File: config.mk
export PLATFORM = sky130hd
export DESIGN_NAME = scie_unpipelined
export DESIGN_NICKNAME = d
export VERILOG_FILES = /design/src/rtl/scie_pkg.sv /design/src/rtl/scie_alu.sv /design/src/rtl/scie_unpipelined.sv
export SDC_FILE = /design/constraint.sdc
export NUM_CORES = 1
export LEC_CHECK = 0
export CAP_MARGIN = 20
export CORE_AREA = 2 2 139 141
export DETAILED_ROUTE_END_ITERATION = 8
export DIE_AREA = 0 0 141 143
export GPL_TIMING_DRIVEN = 0
export SYNTH_ARGS = -nofsm -noshare
export SYNTH_HDL_FRONTEND = slang
export SYNTH_HIERARCHICAL = 1
export SYNTH_SLANG_ARGS = --single-unit
File: constraint.sdc
create_clock -name vclk -period 8.15
set_input_delay 1.63 -clock vclk [all_inputs]
set_output_delay 1.63 -clock vclk [all_outputs]
set_load 0.01 [all_outputs]
File: src/rtl/scie_pkg.sv
// Shared constants and funct3 encoding for the SCIE custom-3 datapath.
package scie_pkg;

    localparam int XLEN = 32;

    localparam logic [6:0] SCIE_OPCODE = 7'h7B;
    localparam logic [6:0] SCIE_FUNCT7 = 7'h00;

    typedef enum logic [2:0] {
        RELU = 3'd0,
        MAXS = 3'd1,
        MINS = 3'd2,
        MAXU = 3'd3,
        MINU = 3'd4,
        ABS  = 3'd5,
        ROL  = 3'd6,
        ROR  = 3'd7
    } scie_op_e;

endpackage

File: src/rtl/scie_alu.sv
// SCIE operation unit: computes every funct3 operation from rs1/rs2.
// Latency: combinational. Backpressure: none, no handshake.
// Build gating of the extended ops is applied by the caller, not here.
module scie_alu
    import scie_pkg::*;
(
    input  scie_op_e          op,
    input  logic [XLEN-1:0]   rs1,
    input  logic [XLEN-1:0]   rs2,
    output logic [XLEN-1:0]   result
);

    logic [4:0]          rot_amt;
    logic [2*XLEN-1:0]   rol_wide;
    logic [2*XLEN-1:0]   ror_wide;
    logic                lt_signed;
    logic                lt_unsigned;

    // Rotates are a shift of the operand doubled up, so an amount of 0 falls out naturally.
    assign rot_amt     = rs2[4:0];
    assign rol_wide    = {rs1, rs1} << rot_amt;
    assign ror_wide    = {rs1, rs1} >> rot_amt;
    assign lt_signed   = $signed(rs1) < $signed(rs2);
    assign lt_unsigned = rs1 < rs2;

    always_comb begin
        result = '0;
        case (op)
            RELU:    result = rs1[XLEN-1] ? '0 : rs1;
            MAXS:    result = lt_signed ? rs2 : rs1;
            MINS:    result = lt_signed ? rs1 : rs2;
            MAXU:    result = lt_unsigned ? rs2 : rs1;
            MINU:    result = lt_unsigned ? rs1 : rs2;
            ABS:     result = rs1[XLEN-1] ? (~rs1 + 1'b1) : rs1;
            ROL:     result = rol_wide[2*XLEN-1:XLEN];
            ROR:     result = ror_wide[XLEN-1:0];
            default: result = '0;
        endcase
    end

endmodule

File: src/rtl/scie_unpipelined.sv
// SCIE custom-3 execute slot: decode, valid check and ReLU (plus min/max/abs/rotate when SCIE_EXT_OPS_EN is defined).
// Latency: zero, io_rd is purely combinational in io_insn/io_rs1/io_rs2.
// Backpressure: none; clock and reset exist only for the port contract.
module scie_unpipelined
    import scie_pkg::*;
#(
    parameter int XLEN = 32
) (
    input  logic              clock,
    input  logic              reset,
    input  logic [31:0]       io_insn,
    input  logic [XLEN-1:0]   io_rs1,
    input  logic [XLEN-1:0]   io_rs2,
    output logic [XLEN-1:0]   io_rd
);

    logic [6:0]       opcode;
    logic [2:0]       funct3;
    logic [6:0]       funct7;
    logic             insn_valid;
    logic             op_enabled;
    logic [XLEN-1:0]  alu_result;
    logic             unused_ports;

    assign opcode = io_insn[6:0];
    assign funct3 = io_insn[14:12];
    assign funct7 = io_insn[31:25];

    // Register index fields and the clock/reset pins carry no meaning here.
    assign unused_ports = ^{clock, reset, io_insn[24:15], io_insn[11:7]};

    assign insn_valid = (opcode == SCIE_OPCODE) && (funct7 == SCIE_FUNCT7);

`ifdef SCIE_EXT_OPS_EN
    assign op_enabled = 1'b1;
`else
    assign op_enabled = (funct3 == RELU);
`endif

    scie_alu u_alu (
        .op     (scie_op_e'(funct3)),
        .rs1    (io_rs1),
        .rs2    (io_rs2),
        .result (alu_result)
    );

    assign io_rd = (insn_valid && op_enabled) ? alu_result : '0;

endmodule

==> out/metrics.yaml <==
grt_max_degree: 20
vias_per_cell: 7.01
worstHoldPathType: "in2out"
drtAntennaViolNets: 0
hold_slack_ns: 4.42
cp_slowest_stage_delay_ns: 0.58
portBuffers: 108
yosys.cell_types.count: 64
drt_iter0_drc: 1870
nets: 1242
final_cell_mix: "135 x nor2_1, 112 x mux2i_1, 108 x clkdlybuf4s50_1, 78 x clkbuf_1, 68 x o21ai_0"
syn_area_mm2: 0.00737
dieArea_mm2: 0.0202
drv_slew: 0
crit_top_cell: "or3_1"
multi_input_area_mm2: 0.00681
grt_pass1_wl_um: 54800
slew_headroom_pct: 34.9
drc: 0
cp_slowest_cell: "clkdlybuf4s50_1"
drt-wirelength-per-cell_um: 28.1
power_mw: 0.630
syn2layout_area_growth_pct: 21.3
fillers: 1877
cts_hold_buffers: 0
synth_seq_area_share_pct: 0
io_pins: 130
cp-start-kind: "input port"
seq_cells: 0
grt_pass1_vias: 8747
start_util_pct: 39.7
worstMarginPinSlew_ns: 0.976
path_max_fanout: 10
critPathKind: "in2out"
setup_tns_ns: 0
grt_overflow: 0
drive_above_1_share_pct: 16.8
maxCapViolations: 0
vias: 9416
crit_chain: "clkdlybuf4s50_1 -> clkbuf_2 -> inv_2 -> ha_1 -> or3b_1 -> or3_1 -> or3_1 -> clkbuf_1 -> nor4b_4 -> nand2b_1 -> or3_1 -> a21oi_1 -> o31ai_1 -> nand4_1 -> nand2b_1 -> nor4_2 -> clkdlybuf4s50_1"
final.min_clock_period_ns: 8.03
power_density_mw_per_mm2: 70.5
grtUsageTotal_pct: 36.2
drt-total-wl_um: 37700
required_ns: 6.52
worst_slack_ns: 0.121
ir_worst_vdd_uv: 30.9
setup_violations: 0
layout_commonest_cell: "nor2_1"
num_rows: 50
core_area_mm2: 0.0186
drtPass1Iterations: 6
ff_latch_area_um2: 0
p_leak_nw: 3.37
n_antenna_cell: 0
finalCritPeriodShare_pct: 98.5
crit_arrival_ns: 6.40
dp_hpwl_um: 29200
die_h_um: 143
gp_congestion: 1.12
hold_viol: 0
syn_nets: 1120
status: "finished clean"
die_x_um: 141
nClkBuffers: 0
antenna_found_initial: 0
syn_avg_cell_area_um2: 7.45
syn_inst: 990
fmax_mhz: 125
crit_path_end_kind: "primary output"
dp_slack_ns: -1.29
ys_warn_count: 6
layer usage:
layer	global-route usage, %	vias up	routed length, um
met5	0	-	0
met4	17.2	0	2600
met3	14.7	184	6230
met2	51.4	873	14800
met1	47.8	4405	14100
li1	-	3954	-
worst max-delay path: cells and delay by family:
kind            cells  cell delay, ns
buf+inv             5            1.75
simple gates        9            2.48
fa+ha+maj           1            0.24
compound gates      2            0.27
per-stage QoR:
stage	cell area [um2]	instances	util [%]
after floorplan	7370	990	-
after global placement	8750	1332	47.1
after detailed placement	8760	1333	47.2
after CTS	8780	1330	47.3
after global routing	8940	1344	48.1
final	8940	1344	48.1
area by class of cell:
cell class	count	area share (%)
inverter	38	1.69
buffer	116	5.47
timing repair buffer	124	13.4
multi-input combinational	832	76.1
tap	234	3.27
where the power goes:
part / switching (mW) / internal [mW] / total (mW)
combinational: 0.383 / 0.247 / 0.630
sequential: 0 / 0 / 0
clock: 0 / 0 / 0
worst paths after layout:
kind / startpoint / end / slack (ns) / cells past startpoint
setup / recovery: io_rs1[1] / io_rd[28] / 0.12 / 17
hold / removal: io_insn[27] / io_rd[31] / 4.42 / 4
synthesized netlist by cell type (all sizes together) (6+ instances only):
cell	instances	area, um2
nor2	135	507
mux2i	113	1130
clkbuf	90	338
o21ai	71	355
a21oi	67	335
nand2	63	236
mux4	60	1350
inv	37	139
nand2b	37	231
nor4	36	430
ha	32	400
mux2	31	349
buf	30	150
nor3	17	85.1
a221o	15	150
a22oi	12	90.1
o31ai	12	90.1
a221oi	11	103
nand3	10	50.1
nor2b	10	62.6
or3	10	67.6
nand4	9	56.3
a211oi	8	60.1
or4	8	71.3
o22ai	6	37.5
timing repair:
item | CTS | global route
gates resized for setup | 15 | 16
setup buffers | 0 | 15
endpoints found under the setup margin | 31 | 29
pin swaps | 0 | 1
logic make-up (layout without fill, tap and decap cells):
family,Yosys count,count (layout),share of synthesized area [%]
simple gates,351,351,26.2
xor+xnor,8,8,0.950
mux,204,204,38.4
compound gates,237,237,20.5
buf+inv,158,278,8.55
fa+ha+maj,32,32,5.43
Note: power is estimated with default switching activity, not from simulation.
